<file path="src/rtl/data_package_pkg.sv">
`default_nettype none
`timescale 1ns/1ps
// ============================================================================
// Module   : data_package_pkg
// Purpose  : Shared definitions for the frame packer and unpacker: default
//            data/address widths and the unpacker FSM state encoding.
// Ports    : none (package)
// Revision : 1.0 - initial release
// ============================================================================
package data_package_pkg;

   localparam int DEF_DATA_WIDTH = 8;
   localparam int DEF_ADDR_WIDTH = 7;

   typedef enum logic [2:0] {
      ST_IDLE     = 3'd0,
      ST_RX_HI    = 3'd1,
      ST_RX_LO    = 3'd2,
      ST_DISCARD  = 3'd3,
      ST_DRAIN_HI = 3'd4,
      ST_DRAIN_LO = 3'd5
   } unpack_state_t;

endpackage
`default_nettype wire

</file>
<file path="src/rtl/data_unpackage_if.sv">
`default_nettype none
`timescale 1ns/1ps
// ============================================================================
// Module   : data_unpackage_if
// Purpose  : Frame input stream plus the high-type and low-type output
//            streams of the unpacker, all valid/ready handshaked.
// Ports    : in_vld/in_data/in_last/in_rdy  - frame input stream
//            hi_vld/hi_data/hi_rdy          - high-type output stream
//            lo_vld/lo_data/lo_rdy          - low-type output stream
//            master modport = stream source/sink, slave modport = unpacker
// Revision : 1.0 - initial release
// ============================================================================
interface data_unpackage_if
   import data_package_pkg::*;
#(
   parameter int DATA_WIDTH = DEF_DATA_WIDTH
) ();

   logic                  in_vld;
   logic [DATA_WIDTH-1:0] in_data;
   logic                  in_last;
   logic                  in_rdy;
   logic                  hi_vld;
   logic [DATA_WIDTH-1:0] hi_data;
   logic                  hi_rdy;
   logic                  lo_vld;
   logic [DATA_WIDTH-1:0] lo_data;
   logic                  lo_rdy;

   modport master (
      output in_vld, in_data, in_last, hi_rdy, lo_rdy,
      input  in_rdy, hi_vld, hi_data, lo_vld, lo_data
   );

   modport slave (
      input  in_vld, in_data, in_last, hi_rdy, lo_rdy,
      output in_rdy, hi_vld, hi_data, lo_vld, lo_data
   );

endinterface
`default_nettype wire

</file>
<file path="src/rtl/simple_dual_port_ram_sync.sv">
`default_nettype none
`timescale 1ns/1ps
// ============================================================================
// Module   : simple_dual_port_ram_sync
// Purpose  : One write port, one read port, single clock. Read data is
//            registered (1-cycle latency) and holds its value while rd_en=0.
// Ports    : clk                      - clock
//            wr_en/wr_addr/wr_data    - write port
//            rd_en/rd_addr/rd_data    - read port
// Revision : 1.0 - initial release
// ============================================================================
module simple_dual_port_ram_sync #(
   parameter int DATA_WIDTH = 8,
   parameter int ADDR_WIDTH = 7
) (
   input  wire logic                  clk,
   input  wire logic                  wr_en,
   input  wire logic [ADDR_WIDTH-1:0] wr_addr,
   input  wire logic [DATA_WIDTH-1:0] wr_data,
   input  wire logic                  rd_en,
   input  wire logic [ADDR_WIDTH-1:0] rd_addr,
   output logic      [DATA_WIDTH-1:0] rd_data
);

   logic [DATA_WIDTH-1:0] r_mem [0:(2**ADDR_WIDTH)-1];

   always_ff @(posedge clk) begin
      if (wr_en) r_mem[wr_addr] <= wr_data;
      if (rd_en) rd_data <= r_mem[rd_addr];
   end

endmodule
`default_nettype wire

</file>
<file path="src/rtl/data_unpackage.sv">
`default_nettype none
`timescale 1ns/1ps
// ============================================================================
// Module   : data_unpackage
// Purpose  : Buffers a whole frame (header H, H high words, L low words),
//            then replays the high words on the hi stream and the low words
//            on the lo stream, both in arrival order. High words fill the
//            buffer from the top down, low words from the bottom up.
// Ports    : clk, rst_n (async, active-low)
//            bus          - data_unpackage_if.slave (in / hi / lo streams)
//            pkg_num      - H+L of the last accepted frame
//            pkg_num_vld  - one-cycle pulse qualifying pkg_num
//            err          - one-cycle pulse when a frame is rejected
// Revision : 1.0 - initial release
// ============================================================================
module data_unpackage
   import data_package_pkg::*;
#(
   parameter int DATA_WIDTH = DEF_DATA_WIDTH,
   parameter int ADDR_WIDTH = DEF_ADDR_WIDTH
) (
   input  wire logic          clk,
   input  wire logic          rst_n,
   data_unpackage_if.slave    bus,
   output logic [ADDR_WIDTH:0] pkg_num,
   output logic               pkg_num_vld,
   output logic               err
);

   localparam logic [ADDR_WIDTH:0] CAP_W = {1'b1, {ADDR_WIDTH{1'b0}}};

   unpack_state_t           r_state, w_state_nxt;
   logic                    r_run;
   logic [ADDR_WIDTH-1:0]   r_hi_num, r_hi_cnt;
   logic [ADDR_WIDTH:0]     r_lo_cnt, r_rd_cnt, r_hs_cnt;
   logic                    r_s1, r_s2;           // RAM output / output register occupied
   logic [DATA_WIDTH-1:0]   r_out_data;
   logic [ADDR_WIDTH:0]     r_pkg_num;
   logic                    r_pkg_num_vld, r_err;

   logic                    w_in_rdy, w_in_fire, w_drain, w_hs, w_out_load, w_hi_final;
   logic [ADDR_WIDTH-1:0]   w_hdr_h, w_lo_idx, w_rd_addr, w_wr_addr;
   logic [ADDR_WIDTH:0]     w_total, w_pkg_num;
   logic                    w_wr_en, w_rd_en, w_err, w_pkg_vld;
   logic [DATA_WIDTH-1:0]   w_rd_data;

   assign w_drain    = (r_state == ST_DRAIN_HI) || (r_state == ST_DRAIN_LO);
   assign w_in_rdy   = r_run && !w_drain;
   assign w_in_fire  = bus.in_vld && w_in_rdy;
   assign w_hdr_h    = bus.in_data[ADDR_WIDTH-1:0];
   assign w_total    = {1'b0, r_hi_num} + r_lo_cnt;
   assign w_hi_final = (r_hi_cnt == r_hi_num - 1'b1);

   // Drain walks a single index 0..H+L-1 across both states so the first
   // low word is prefetched while the last high word is still presented.
   assign w_hs       = r_s2 && (((r_state == ST_DRAIN_HI) && bus.hi_rdy) ||
                                ((r_state == ST_DRAIN_LO) && bus.lo_rdy));
   assign w_out_load = r_s1 && (!r_s2 || w_hs);
   assign w_rd_en    = w_drain && (r_rd_cnt != w_total) && (!r_s1 || w_out_load);
   assign w_lo_idx   = r_rd_cnt[ADDR_WIDTH-1:0] - r_hi_num;
   assign w_rd_addr  = (r_rd_cnt < {1'b0, r_hi_num}) ? ~r_rd_cnt[ADDR_WIDTH-1:0] : w_lo_idx;

   always_comb begin
      w_state_nxt = r_state;
      w_wr_en     = 1'b0;
      w_wr_addr   = r_lo_cnt[ADDR_WIDTH-1:0];
      w_err       = 1'b0;
      w_pkg_vld   = 1'b0;
      w_pkg_num   = w_total;
      case (r_state)
         ST_IDLE: if (w_in_fire) begin
            if (bus.in_last) begin
               if (w_hdr_h == '0) begin
                  w_pkg_vld = 1'b1;
                  w_pkg_num = '0;
               end else begin
                  w_err = 1'b1;
               end
            end else begin
               w_state_nxt = (w_hdr_h != '0) ? ST_RX_HI : ST_RX_LO;
            end
         end
         ST_RX_HI: if (w_in_fire) begin
            if (bus.in_last && !w_hi_final) begin
               w_err       = 1'b1;
               w_state_nxt = ST_IDLE;
            end else begin
               w_wr_en   = 1'b1;
               w_wr_addr = ~r_hi_cnt;               // CAP-1-k
               if (w_hi_final) begin
                  w_state_nxt = bus.in_last ? ST_DRAIN_HI : ST_RX_LO;
                  w_pkg_vld   = bus.in_last;
               end
            end
         end
         ST_RX_LO: if (w_in_fire) begin
            if (w_total == CAP_W) begin
               w_err       = 1'b1;
               w_state_nxt = bus.in_last ? ST_IDLE : ST_DISCARD;
            end else begin
               w_wr_en = 1'b1;
               if (bus.in_last) begin
                  w_pkg_vld   = 1'b1;
                  w_pkg_num   = w_total + 1'b1;
                  w_state_nxt = (r_hi_num != '0) ? ST_DRAIN_HI : ST_DRAIN_LO;
               end
            end
         end
         ST_DISCARD: if (w_in_fire && bus.in_last) w_state_nxt = ST_IDLE;
         ST_DRAIN_HI: begin
            if (w_hs && (r_hs_cnt == w_total - 1'b1))
               w_state_nxt = ST_IDLE;
            else if (w_hs && (r_hs_cnt == {1'b0, r_hi_num} - 1'b1))
               w_state_nxt = ST_DRAIN_LO;
         end
         ST_DRAIN_LO: if (w_hs && (r_hs_cnt == w_total - 1'b1)) w_state_nxt = ST_IDLE;
         default: w_state_nxt = ST_IDLE;
      endcase
   end

   always_ff @(posedge clk or negedge rst_n) begin
      if (!rst_n) begin
         r_state       <= ST_IDLE;
         r_run         <= 1'b0;
         r_hi_num      <= '0;
         r_hi_cnt      <= '0;
         r_lo_cnt      <= '0;
         r_rd_cnt      <= '0;
         r_hs_cnt      <= '0;
         r_s1          <= 1'b0;
         r_s2          <= 1'b0;
         r_out_data    <= '0;
         r_pkg_num     <= '0;
         r_pkg_num_vld <= 1'b0;
         r_err         <= 1'b0;
      end else begin
         r_state       <= w_state_nxt;
         r_run         <= 1'b1;
         r_err         <= w_err;
         r_pkg_num_vld <= w_pkg_vld;
         if (w_pkg_vld) r_pkg_num <= w_pkg_num;

         if ((r_state == ST_IDLE) && w_in_fire) begin
            r_hi_num <= w_hdr_h;
            r_hi_cnt <= '0;
            r_lo_cnt <= '0;
         end else if (w_wr_en && (r_state == ST_RX_HI)) begin
            r_hi_cnt <= r_hi_cnt + 1'b1;
         end else if (w_wr_en) begin
            r_lo_cnt <= r_lo_cnt + 1'b1;
         end

         if (!w_drain) begin
            r_rd_cnt <= '0;
            r_hs_cnt <= '0;
         end else begin
            if (w_rd_en) r_rd_cnt <= r_rd_cnt + 1'b1;
            if (w_hs)    r_hs_cnt <= r_hs_cnt + 1'b1;
         end

         r_s1 <= w_rd_en ? 1'b1 : (w_out_load ? 1'b0 : r_s1);
         r_s2 <= w_out_load ? 1'b1 : (w_hs ? 1'b0 : r_s2);
         if (w_out_load) r_out_data <= w_rd_data;
      end
   end

   simple_dual_port_ram_sync #(
      .DATA_WIDTH (DATA_WIDTH),
      .ADDR_WIDTH (ADDR_WIDTH)
   ) u_buf (
      .clk     (clk),
      .wr_en   (w_wr_en),
      .wr_addr (w_wr_addr),
      .wr_data (bus.in_data),
      .rd_en   (w_rd_en),
      .rd_addr (w_rd_addr),
      .rd_data (w_rd_data)
   );

   assign bus.in_rdy  = w_in_rdy;
   assign bus.hi_vld  = r_s2 && (r_state == ST_DRAIN_HI);
   assign bus.lo_vld  = r_s2 && (r_state == ST_DRAIN_LO);
   assign bus.hi_data = r_out_data;
   assign bus.lo_data = r_out_data;
   assign pkg_num     = r_pkg_num;
   assign pkg_num_vld = r_pkg_num_vld;
   assign err         = r_err;

endmodule
`default_nettype wire

</file>
<file path="src/flat_wrapper.sv">
// flat-port wrapper written by rule: the top's interface ports become plain ports
module data_unpackage_flat import data_package_pkg::*;
#(
   parameter int DATA_WIDTH = DEF_DATA_WIDTH,
   parameter int ADDR_WIDTH = DEF_ADDR_WIDTH
)
  (clk, rst_n, pkg_num, pkg_num_vld, err, bus_in_vld, bus_in_data, bus_in_last, bus_hi_rdy, bus_lo_rdy, bus_in_rdy, bus_hi_vld, bus_hi_data, bus_lo_vld, bus_lo_data);
  data_unpackage_if #(.DATA_WIDTH(DATA_WIDTH)) bus_i ();
  input  wire logic clk;
  input  wire logic rst_n;
  output logic [ADDR_WIDTH:0] pkg_num;
  output logic pkg_num_vld;
  output logic err;
  input wire logic [$bits(bus_i.in_vld)-1:0] bus_in_vld;
  input wire logic [$bits(bus_i.in_data)-1:0] bus_in_data;
  input wire logic [$bits(bus_i.in_last)-1:0] bus_in_last;
  input wire logic [$bits(bus_i.hi_rdy)-1:0] bus_hi_rdy;
  input wire logic [$bits(bus_i.lo_rdy)-1:0] bus_lo_rdy;
  output wire logic [$bits(bus_i.in_rdy)-1:0] bus_in_rdy;
  output wire logic [$bits(bus_i.hi_vld)-1:0] bus_hi_vld;
  output wire logic [$bits(bus_i.hi_data)-1:0] bus_hi_data;
  output wire logic [$bits(bus_i.lo_vld)-1:0] bus_lo_vld;
  output wire logic [$bits(bus_i.lo_data)-1:0] bus_lo_data;
  assign bus_i.in_vld = bus_in_vld;
  assign bus_i.in_data = bus_in_data;
  assign bus_i.in_last = bus_in_last;
  assign bus_i.hi_rdy = bus_hi_rdy;
  assign bus_i.lo_rdy = bus_lo_rdy;
  assign bus_in_rdy = bus_i.in_rdy;
  assign bus_hi_vld = bus_i.hi_vld;
  assign bus_hi_data = bus_i.hi_data;
  assign bus_lo_vld = bus_i.lo_vld;
  assign bus_lo_data = bus_i.lo_data;
  data_unpackage #(.DATA_WIDTH(DATA_WIDTH), .ADDR_WIDTH(ADDR_WIDTH)) u_core (.clk(clk), .rst_n(rst_n), .bus(bus_i), .pkg_num(pkg_num), .pkg_num_vld(pkg_num_vld), .err(err));
endmodule
</file>
<file path="config.mk">
export PLATFORM = sky130hd
export DESIGN_NAME = data_unpackage_flat
export DESIGN_NICKNAME = d
export VERILOG_FILES = /design/src/rtl/data_package_pkg.sv /design/src/rtl/data_unpackage_if.sv /design/src/rtl/simple_dual_port_ram_sync.sv /design/src/rtl/data_unpackage.sv /design/src/flat_wrapper.sv
export SDC_FILE = /design/constraint.sdc
export NUM_CORES = 1
export LEC_CHECK = 0
export ABC_AREA = 1
export BUFFER_PORTS_ARGS = -buffer_cell sky130_fd_sc_hd__buf_4
export CORE_UTILIZATION = 50
export DETAILED_ROUTE_END_ITERATION = 6
export PLACE_DENSITY = 0.74
export SLEW_MARGIN = 20
export SYNTH_ARGS = -nofsm -noshare
export SYNTH_HDL_FRONTEND = slang
export SYNTH_SLANG_ARGS = --single-unit
</file>
<file path="constraint.sdc">
create_clock -name clk -period 4 [get_ports clk]
set_input_delay 0.4 -clock clk [delete_from_list [all_inputs] [get_ports clk]]
set_output_delay 0.4 -clock clk [all_outputs]
set_load 0.01 [all_outputs]
</file>
# Yosys cells after proc, flatten, opt, wreduce, memory -nomap -nowiden
# Memories as Yosys holds them, arrays and structs flattened. A register that Yosys moved wholly into a read port is not among the register bits.
# Cells that the tools add are included.
dict set report op_classes {
  addsub 10
  multipliers 0
  div_mod_pow 0
  n_lt_le_gt_ge 1
  n_eq_ne 22
  shift 0
  mux 66
  n_bitwise 2
  n_reduce_logical 34
}
# op count
set op_table {}
lappend op_table {{8-bit two-way mux} 13}
lappend op_table {{7-bit two-way mux} 6}
lappend op_table {{3-bit two-way mux} 13}
lappend op_table {{8-bit by 1-bit adder with 8-bit output, second input constant} 4}
lappend op_table {{1-bit two-way mux} 27}
lappend op_table {{3-bit case mux with 6 select lines} 1}
lappend op_table {{8-bit equality test} 2}
lappend op_table {{1-bit logical AND} 16}
lappend op_table {{8-bit case mux with 2 select lines} 1}
lappend op_table {{7-bit NOT} 2}
lappend op_table {{7-bit nonzero test} 2}
lappend op_table {{2-bit by 1-bit inequality test with 1-bit output, second input constant} 5}
lappend op_table {{9-bit AND reduction} 1}
lappend op_table {{7-bit by 8-bit adder with 8-bit output} 1}
lappend op_table {{8-bit equality test, second input constant} 1}
lappend op_table {{8-bit by 7-bit < comparator with 1-bit output} 1}
lappend op_table {{2-bit inequality test, second input constant} 4}
lappend op_table {{8-bit inequality test} 1}
lappend op_table {{2-bit nonzero test} 4}
lappend op_table {{7-bit by 1-bit subtractor with 8-bit output, second input constant} 1}
lappend op_table {{8-bit by 1-bit subtractor with 8-bit output, second input constant} 1}
lappend op_table {{7-bit by 1-bit adder with 7-bit output, second input constant} 1}
lappend op_table {{7-bit equality test} 1}
lappend op_table {{7-bit logical NOT} 1}
lappend op_table {{other kinds (15)} 25}
dict set report word_totals {
  reg_bits 62
  latch_bits 0
  ram_bits 1024
  romBits 0
  inputBits 14
  output_inout_bits 29
  elab_cells 149
  memories 1
}
# name words width read_ports rd_clocked_by_memory_dff wr line_no
set memory_table {}
lappend memory_table {u_core.u_buf.r_mem 128 8 1 1 1 simple_dual_port_ram_sync.sv:25} ;# logic [DATA_WIDTH-1:0] r_mem [0:(2**ADDR_WIDTH)-1];

# Depth between registers and ports, before layout
dict set report logic_depth {
  word_depth 10
  ltp_mapped 22
  ltp_nobuf 20
}

# Hierarchy
# From an unflattened synthesis, not the netlist that was laid out.
dict set report unflattened {
  cells_unflattened 4288
  hier_area_um2 47225.3
}
# mod instances cells_each area_per_inst_um2 seq_area_each_um2
set by_module_without_submodules {}
lappend by_module_without_submodules {simple_dual_port_ram_sync 1 3575 42184.2 30989.7}
lappend by_module_without_submodules {data_unpackage 1 713 5041.1 1551.5}

# Worst setup path before layout
# Ideal clock, no wire load.
dict set report synth_timing {
  kind {register to register}
  from {register u_core.r_hi_num[0]}
  to {memory u_core.u_buf.r_mem[109][0] (enable)}
  setup_time_ns 0.370
  arrival_time_ns 3.043
  slack_ns 0.587
  path_stages_with_launch 19
  n_path_buf 2
  path_cell_list {dfrtp_1 > ha_1 > inv_1 > fa_1 > inv_1 > nand2_1 > nand2_1 > inv_1 > nand2_1 > nor2_1 > nand2_1 > nor2_1 > nand4_1 > nand3_1 > nor2_1 > buf_2 > nand4_2 > buf_4 > nor2_1}
}
dict set report synth_between {
  elab_chain_cells 9
}
# element line_no
set synth_rtl {}
lappend synth_rtl {{start: declaration} data_unpackage.sv:34} ;# logic [ADDR_WIDTH-1:0] r_hi_num, r_hi_cnt;
lappend synth_rtl {{start signal: assignment} data_unpackage.sv:144} ;# r_hi_num <= w_hdr_h;
lappend synth_rtl {{7-bit by 1-bit subtractor with 7-bit output} data_unpackage.sv:52} ;# assign w_hi_final = (r_hi_cnt == r_hi_num - 1'b1);
lappend synth_rtl {{7-bit equality test} data_unpackage.sv:52}
lappend synth_rtl {{1-bit logical NOT} data_unpackage.sv:84} ;# if (bus.in_last && !w_hi_final) begin
lappend synth_rtl {{1-bit logical AND} data_unpackage.sv:84}
lappend synth_rtl {{1-bit two-way mux} data_unpackage.sv:84}
lappend synth_rtl {{1-bit two-way mux} data_unpackage.sv:83} ;# ST_RX_HI: if (w_in_fire) begin
lappend synth_rtl {{1-bit case mux with 2 select lines} data_unpackage.sv:70} ;# case (r_state)
lappend synth_rtl {{1-bit two-way mux} simple_dual_port_ram_sync.sv:28} ;# if (wr_en) r_mem[wr_addr] <= wr_data;
lappend synth_rtl {{1-bit two-way mux (implied by the code)} simple_dual_port_ram_sync.sv:28}
lappend synth_rtl {{end: declaration} simple_dual_port_ram_sync.sv:25}
# Parallel ways exist; a longest one is shown, timed or not.

# Final worst setup path
dict set report layout_timing {
  from {register u_core.r_hi_num[1]}
  to {memory u_core.u_buf.r_mem[27][2] (enable)}
}
# The elaborated chain is that of the path after synthesis.

==> metrics <==
clk_skew 26.8 ps; clock sink count 1,094; Die H 319 um; Clock Latency Late Sink 700 ps; post-synth top area share 61.6%; # diodes 0; Util after Layout 57.6%; Residual DRC 0; htree depth 3; Clock Path Buffers 3; nets 5,305; syn_nets 5,146; drt first-iter violations 4,955; peak supply drop 0.454 mV; YS warnings 0; number of synthesized register bits 1,094; max-cap viol count 0; fraction of layout cells with a size suffix above 1 10.3%; clk slew on worst S/H paths 60 ps; type of the most critical hold path in2reg; Startpoint Class register; count leader, synth nand2_1; Die Area 0.102 mm^2; Final Max Tran Viols 0; Post-Syn Area per Cell 9.86 um^2; status finished, final reports clean; largest cells by area after synthesis edfxtp_1, nand3_1, nand2_1; number of flops mapped to enable cells by yosys 1,032; Synth top cells by count nand2_1, edfxtp_1, nand3_1; die width 319 um; initial antenna violation count 4; fin area 0.0575 mm^2; vias in the first global route 35,300; Via Count 37,000; WL per Instance 20.4 um; final period utilization 95.1%; minimum clock period 3800 ps; Critical Path AT 4140 ps; post-synth cell types 49; number of port buffers 42; I/O Pins 43; relative slew slack 32.4%; cell area after synthesis 0.0503 mm^2; Root Driver clkbuf_16; drt pass-1 iters 7; Power Total 34.9 mW; Rows 116; cells after synthesis 5,108; Fill cells 8,029; crit end category register; leakage power total 24.6 nW; antenna-violating nets left 0; final WL 136,000 um; RSZ-0062 raised after global routing true; Hold WS 105 ps; routability-driven placement congestion ratio 0.938; CTS buffer count 107; largest net degree at the start of global routing 130; area post-placement 0.0535 mm^2; core area 0.0999 mm^2; CTS tree done; crit-path max FO 26; non-filler cells, final 6,654; placed insts 6,449; All-Layer GR Usage 26.2%; Yosys top cell by area edfxtp_1; gr ovfl total 0; worst endpoint required time 4330 ps; Layout area overhead 14.2%; Slew @ Worst Pin 1010 ps; vias per std cell 5.56; Detailed Place HPWL 81,900 um; sequential area share after synthesis 64.6%; PwrDens 607 mW/mm^2; fraction of registers with async set/reset 5.67%; Top FF cell, synth edfxtp_1; final setup vio count 0; first-pass GRT wire length 206,000 um; Max Fclk 263 MHz; final count of hold timing violations 0; critical path type reg2reg; starting density of the core 50.4%
## kinds of logic after synthesis
kind of cell / count (synthesis) / synth area share, %
and+or+nand+nor: 2629 / 23.1
buffers and inverters: 1212 / 9.57
DFF: 1094 / 64.6
AOI/OAI and AO/OA: 100 / 1.19
xor gates and xnor gates: 40 / 0.726
adders and majority gates: 24 / 0.626
muxes: 8 / 0.179
other: 1 / 0.00745
## state kept, by name, indices dropped and copies added (netlist names)
register	count
u_core.u_buf.r_mem	1024
u_core.bus.hi_data	8
u_core.pkg_num	8
u_core.r_hs_cnt	8
u_core.r_lo_cnt	8
u_core.r_rd_cnt	8
u_core.u_buf.rd_data	8
u_core.r_hi_cnt	7
u_core.r_hi_num	7
u_core.r_state	3
u_core.err	1
u_core.pkg_num_vld	1
u_core.r_run	1
u_core.r_s1	1
u_core.r_s2	1
## metrics by stage
stage | setup TNS (ps) | worst slack (ps)
2_1_floorplan | 0 | 587
3_3_place_gp | 0 | 74.6
3_5_place_dp | -146 | -14.5
4_1_cts | 0 | 55.9
5_1_grt | -115 | -9.67
6_report | 0 | 197
## final timing paths
check	slack, ps	depth (start not counted)	endpoint	start
worst min-delay path	110	1	u_core.u_buf.r_mem[97][3]$_DFFE_PP_	bus_in_data[3]
worst min register to register	490	2	u_core.r_s2$_DFFE_PN0P_	u_core.r_s1$_DFFE_PN0P_
min in group asynchronous	340	2	u_core.r_hs_cnt[3]$_DFFE_PN0P_	rst_n
worst max register to register	200	15	u_core.u_buf.r_mem[27][2]$_DFFE_PP_	u_core.r_hi_num[1]$_DFFE_PN0P_
max in group asynchronous	3060	2	u_core.r_lo_cnt[0]$_DFFE_PN0P_	rst_n
worst max-delay path	200	15	u_core.u_buf.r_mem[27][2]$_DFFE_PP_	u_core.r_hi_num[1]$_DFFE_PN0P_
## report_power, final
part	total [mW]	switching, mW	internal [mW]
logic	11.0	7.60	3.38
registers	13.1	0.273	12.8
clock network	10.8	4.45	6.39
## worst max-delay path: stages, from the launching register on
cell and delay, ps:
dfrtp_1 400, inv_1 160, ha_1 230, nand2_2 100
nor2_2 120, nand2_2 80, xor2_2 230, nand2_1 80
nand2_1 80, nand3_2 160, nand2_4 170, nand3_4 280
o21ai_4 360, nand4_1 200, buf_4 240, nor2_1 540
## layout make-up
| cell class | count | area, um^2 | area share (%) |
|---|---|---|---|
| flip-flops and latches | 1094 | 32500 | 56.6 |
| well taps | 1298 | 1620 | 2.83 |
| inverters | 961 | 3610 | 6.28 |
| repair buffers | 301 | 2810 | 4.89 |
| clock inverters | 74 | 990 | 1.72 |
| multi-input cells | 2802 | 13100 | 22.8 |
| clock buffers | 124 | 2790 | 4.86 |
## per-layer routing
layer  up-vias  global-route usage (%)  part of all wire (%)
met5         -                       0                0.0074
met1     17600                    35.1                    39
li1      16900                       -                     -
met4         2                    11.0                   4.1
met2      2123                    42.7                    47
met3       353                    3.92                   9.7
## cells in the final DEF (no fill, tap or decap), types with 4 or more instances in the layout
| cell | netlist | layout |
|---|---|---|
| nand2_1 | 1301 | 1295 |
| edfxtp_1 | 1032 | 1032 |
| nand3_1 | 1019 | 1018 |
| inv_1 | 953 | 952 |
| buf_4 | 11 | 258 |
| nor2_1 | 170 | 157 |
| clkbuf_16 | 0 | 111 |
| dfrtp_1 | 62 | 60 |
| nand3b_1 | 52 | 52 |
| o21ai_0 | 43 | 41 |
| buf_12 | 0 | 34 |
| xor2_1 | 31 | 31 |
| a21oi_1 | 22 | 22 |
| nand4_1 | 22 | 22 |
| clkinv_1 | 2 | 22 |
| ha_1 | 22 | 22 |
| bufinv_16 | 0 | 21 |
| nor3_1 | 18 | 18 |
| nor2_2 | 6 | 17 |
| nand2_2 | 11 | 15 |
| clkbuf_1 | 53 | 13 |
| clkinv_2 | 0 | 13 |
| o211ai_1 | 10 | 10 |
| clkinvlp_4 | 0 | 9 |
| o21ai_4 | 2 | 8 |
| mux2_2 | 8 | 8 |
| xnor2_1 | 7 | 7 |
| inv_2 | 6 | 6 |
| or2_2 | 6 | 6 |
| nand4_2 | 6 | 6 |
| nor4_1 | 5 | 5 |
| o22ai_1 | 5 | 5 |
| nand3_2 | 3 | 4 |
| o21ai_1 | 5 | 4 |
| inv_6 | 0 | 4 |
## repair_timing
action	4_1_cts	5_1_grt
pin swaps	0	2
hold buffers	1	0
resized for setup	1	28
hold endpoints to repair	62	0
setup endpoints to repair	23	423
setup buffers	0	2
gates cloned	0	3
No activity file was read; power rests on OpenSTA's default activity.
